`src/rtl/ram_stream_reader.sv`:
```
// ram_stream_reader: turns a run of sequential 1-cycle-latency RAM reads into a valid/ready stream
module ram_stream_reader #(
  parameter int ITEM_COUNT = 800,
  parameter int DATA_WIDTH = 8,
  localparam int AddressWidth = $clog2(ITEM_COUNT),
  localparam int LengthWidth = $clog2(ITEM_COUNT + 1)
) (
  input  logic                    clock_i,
  input  logic                    reset_i,
  input  logic                    start_i,
  input  logic [AddressWidth-1:0] start_address_i,
  input  logic [LengthWidth-1:0]  length_i,
  output logic                    busy_o,
  output logic                    done_o,
  output logic                    ram_read_enable_o,
  output logic [AddressWidth-1:0] ram_read_address_o,
  input  logic [DATA_WIDTH-1:0]   ram_read_data_i,
  output logic [DATA_WIDTH-1:0]   data_o,
  output logic                    valid_o,
  input  logic                    ready_i,
  output logic                    last_o
);
  typedef enum logic {IDLE, RUN} state_t;
  state_t state_q, state_d;
  logic [AddressWidth-1:0] address_q;
  logic [LengthWidth-1:0] length_q, issued_q, sent_q;
  logic in_flight_q, done_q, write_ptr_q, read_ptr_q;
  logic [1:0] count_q, occupancy;
  logic [DATA_WIDTH-1:0] fifo_q [2];
  logic start_accept, transfer, final_transfer;
  // next state, stream outputs and read-issue credit check
  always_comb begin
    busy_o = state_q == RUN;
    done_o = done_q;
    valid_o = count_q != 2'd0;
    data_o = fifo_q[read_ptr_q];
    last_o = valid_o && sent_q == length_q - 1'b1;
    transfer = valid_o && ready_i;
    final_transfer = transfer && last_o;
    start_accept = !busy_o && start_i;
    occupancy = count_q + {1'b0, in_flight_q};
    ram_read_enable_o = busy_o && issued_q != length_q && (occupancy < 2'd2 || (occupancy == 2'd2 && transfer));
    ram_read_address_o = address_q;
    state_d = start_accept && length_i != '0 ? RUN : final_transfer ? IDLE : state_q;
  end
  // state register
  always_ff @(posedge clock_i) state_q <= reset_i ? IDLE : state_d;
  // address/counters, in-flight tracking and the 2-entry output buffer
  always_ff @(posedge clock_i) begin
    if (reset_i) begin
      done_q <= 1'b0;
      in_flight_q <= 1'b0;
      address_q <= '0;
      length_q <= '0;
      issued_q <= '0;
      sent_q <= '0;
      write_ptr_q <= 1'b0;
      read_ptr_q <= 1'b0;
      count_q <= 2'd0;
      fifo_q <= '{default: '0};
    end else begin
      done_q <= (start_accept && length_i == '0) || final_transfer;
      in_flight_q <= ram_read_enable_o;
      address_q <= start_accept ? start_address_i :
                   ram_read_enable_o ? (address_q == AddressWidth'(ITEM_COUNT - 1) ? '0 : address_q + 1'b1) :
                   address_q;
      length_q <= start_accept ? length_i : length_q;
      issued_q <= start_accept ? '0 : issued_q + LengthWidth'(ram_read_enable_o);
      sent_q <= start_accept ? '0 : sent_q + LengthWidth'(transfer);
      if (in_flight_q) fifo_q[write_ptr_q] <= ram_read_data_i;
      write_ptr_q <= write_ptr_q ^ in_flight_q;
      read_ptr_q <= read_ptr_q ^ transfer;
      count_q <= count_q + {1'b0, in_flight_q} - {1'b0, transfer};
    end
  end
endmodule
```
`config.mk`:
```
export PLATFORM = sky130hd
export DESIGN_NAME = ram_stream_reader
export DESIGN_NICKNAME = d
export VERILOG_FILES = /design/src/rtl/ram_stream_reader.sv
export SDC_FILE = /design/constraint.sdc
export NUM_CORES = 1
export LEC_CHECK = 0
export ABC_CLOCK_PERIOD_IN_PS = 7200
export CORE_UTILIZATION = 45
export CTS_CLUSTER_DIAMETER = 100
export CTS_CLUSTER_SIZE = 8
export DETAILED_ROUTE_END_ITERATION = 7
export MAX_ROUTING_LAYER = met4
export PLACE_DENSITY = 0.79
export SLEW_MARGIN = 15
export SYNTH_ARGS = -nofsm -noshare
export SYNTH_HDL_FRONTEND = slang
export SYNTH_SLANG_ARGS = --single-unit
```
`constraint.sdc`:
```
create_clock -name clock_i -period 7.2 [get_ports clock_i]
set_clock_uncertainty 0.2 [all_clocks]
set_input_delay 2.16 -clock clock_i [delete_from_list [all_inputs] [get_ports clock_i]]
set_output_delay 2.16 -clock clock_i [all_outputs]
set_load 0.005 [all_outputs]
```
==> results.json <==
{
  "synth-warning-count": 0,
  "drtIter0Drc": 136,
  "cts_tree": "yes",
  "synthToLayoutAreaGrowth_pct": 22.66,
  "ys_seq_area_frac": 0.3859,
  "rsz0062_at_grt": "no",
  "syn_nets": 404,
  "ir_drop_mv": 0.08708,
  "diodes": 0,
  "avgSynthCellArea_um2": 9.028,
  "post_cts_resized": 0,
  "path_cells": "clkdlybuf4s50_1 -> nor2b_1 -> o221ai_1 -> a31oi_1 -> clkdlybuf4s50_1",
  "dp.cells": 490,
  "synth_cells": 362,
  "dp_hpwl_mm": 5.195,
  "arrival_ns": 3.71,
  "cts_max_level": 3,
  "synthArstFlopShare": 0,
  "yosysUniqueCellTypes": 54,
  "maxCapViolCount": 0,
  "timing.final.crit_share": 0.8437,
  "switching_share": 0.2606,
  "post_cts_buffers": 0,
  "ant_nets": 0,
  "io_buffers": 54,
  "combPwrFrac": 0.198,
  "switching_power_w": 0.0002369,
  "setup_slack_ns": 1.126,
  "power_leakage_nw": 1.546,
  "worstSetupPathType": "primary input to output pin",
  "r2r_start": "in_flight_q",
  "grt_pass1_wl_mm": 12.28,
  "drt-total-wl_mm": 7.146,
  "synth_ff_type": "dfxtp_1",
  "cp_common_cell": "clkdlybuf4s50_1",
  "post_drt_wl_per_cell_um": 14.15,
  "grt_usage": 0.2156,
  "vias": 2709,
  "synth_top_area_frac": 0.3859,
  "min_to": "fifo_q[5]",
  "rows": 30,
  "period_needed_ns": 6.074,
  "crit_fanout": 2,
  "fin_nets": 447,
  "status": "finished, final reports clean",
  "reg2reg_depth": 10,
  "vias_per_cell": 5.364,
  "synth_edf_count": 0,
  "synth-seq-cells": 63,
  "cp-end-kind": "output pin",
  "worst_pin_slew_ns": 0.9786,
  "yosys.area.top_type": "dfxtp_1",
  "cts_hold_buffers": 0,
  "seq_power_share": 0.442,
  "hold_violations": 0,
  "pre_cts_ws_ns": 1.151,
  "reg2reg_slack_ns": 4.28,
  "p_clk_frac": 0.360,
  "clock-sinks": 63,
  "root_buffer": "clkbuf_8",
  "insertion_delay_ns": 0.33,
  "die_w_um": 87.22,
  "slew_headroom": 0.3476,
  "die_h_um": 87.22,
  "grt_remaining_overflow": 0,
  "synthTopCellsByArea": "dfxtp_1 39%, xor2_1 6.2%, mux2i_1 5.5%",
  "first_pass_iters": 4,
  "gp_congestion": 0.8202,
  "cts_max_path_buffers": 2,
  "clkTransAtPathRegs_ns": 0.06,
  "startpoint_type": "primary input",
  "die_area_um2": 7607,
  "hold_path.class": "flip-flop to flip-flop",
  "required_ns": 4.84,
  "start_util": 0.4732,
  "min_path_cells": 2,
  "antenna_found_initial": 0,
  "numCtsBuffers": 9,
  "grt_start_max_net_pins": 39,
  "final_common_cell": "dfxtp_1",
  "drt_drc_violations_left": 0,
  "core_area_um2": 6907,
  "drv_slew": 0,
  "fillers": 643,
  "critPathSlowestCell": "clkdlybuf4s50_1",
  "cpPeakStageDelay_ns": 0.57,
  "drive_gt1_frac": 0.08557,
  "power.density_nw_per_um2": 226.8,
  "holdWs_ns": 0.2902,
  "finalSetupViolCount": 0,
  "syn_area_um2": 3268,
  "worstHoldStart": "fifo_q[5]",
  "grt_pass1_vias": 2689,
  "r2r_end": "issued_q[8]",
  "io_pins": 55,
  "internal_power_w": 0.0006722,
  "fin_cells": 505,
  "timing.fmax_mhz": 164.6,
  "finalSetupTns_ns": 0,
  "layout_common_cells": "63 x dfxtp_1, 54 x clkdlybuf4s50_1, 42 x nor2_1"
}
-- worst max path at each step --
stage          slack (ns)    start  cells after the start                 to
6_report             1.13  ready_i                      5  ram_read_enable_o
5_1_grt              1.06  ready_i                      5  ram_read_enable_o
4_1_cts              1.13  ready_i                      5  ram_read_enable_o
3_5_place_dp         1.15  ready_i                      5  ram_read_enable_o
3_3_place_gp         1.12  ready_i                      5  ram_read_enable_o
2_1_floorplan        2.11  ready_i                      4  ram_read_enable_o
-- per-stage QoR --
| stage | utilization | cell area (µm²) | total power [W] |
|---|---|---|---|
| 5_1_grt | 0.5804 | 4009 | 0.0009579 |
| 6_report | 0.5804 | 4009 | 0.0009091 |
| 2_1_floorplan | - | 3268 | 0.0005199 |
| 4_1_cts | 0.5804 | 4009 | 0.0009170 |
| 3_5_place_dp | 0.5498 | 3797 | 0.0005897 |
| 3_3_place_gp | 0.5498 | 3797 | 0.0005843 |
-- power groups by stage --
| stage | combinational, W | sequential, W | clock (W) |
|---|---|---|---|
| final | 0.000180 | 0.000402 | 0.000327 |
| after CTS | 0.000182 | 0.000402 | 0.000333 |
| after global placement | 0.000176 | 0.000408 | 0 |
| after detailed placement | 0.000180 | 0.000409 | 0 |
| after floorplan | 0.000126 | 0.000394 | 0 |
| after global routing | 0.000199 | 0.000406 | 0.000353 |
-- cell type report --
type | count | area (µm²) | area share
inverter | 7 | 26.28 | 0.006554
clock buffer | 11 | 141.4 | 0.03527
clock inverter | 4 | 70.07 | 0.01748
timing repair buffer | 57 | 563.0 | 0.1404
tap | 96 | 120.1 | 0.02996
sequential | 63 | 1261 | 0.3146
multi-input combinational | 267 | 1827 | 0.4557
-- cells by family (layout without fill, tap and decap cells) --
family / Yosys count / count (layout) / share of synthesized area
compound gates: 60 / 60 / 0.1248
xor+xnor: 39 / 39 / 0.1091
fa+ha+maj: 10 / 10 / 0.03828
buf+inv: 32 / 79 / 0.05513
flops: 63 / 63 / 0.3859
mux: 26 / 26 / 0.08270
simple gates: 132 / 132 / 0.2041
-- synthesized netlist by cell type (6+ instances only) --
library cell   n
a21oi_1       21
and2_1         6
and3_1        11
buf_6          7
clkbuf_1      12
dfxtp_1       63
ha_1          10
inv_1          7
mux2_2         8
mux2i_1       18
nand2_1       30
nand3_1       13
nand4_1        8
nor2_1        42
o21ai_0       12
xnor2_1       14
xor2_1        23
-- layer usage --
layer,global-route usage,vias up,share of wire
li1,-,1354,-
met1,0.2540,1271,0.44
met2,0.3522,72,0.49
met3,0.05308,12,0.049
met4,0.08942,0,0.020
met5,-,-,0
-- critical path, delay by kind of cell --
| family | cells | cell delay, ns |
|---|---|---|
| and+or+nand+nor | 1 | 0.13 |
| AOI/OAI and AO/OA | 2 | 0.39 |
| buffers and inverters | 2 | 1.04 |
-- flip-flops by register name (all words and copies together) (netlist names) --
signal,cells
busy_o,1
count_q,2
done_o,1
fifo_q,16
in_flight_q,1
issued_q,10
length_q,10
ram_read_address_o,10
read_ptr_q,1
sent_q,10
write_ptr_q,1
Note: power is estimated with default switching activity, not from simulation.
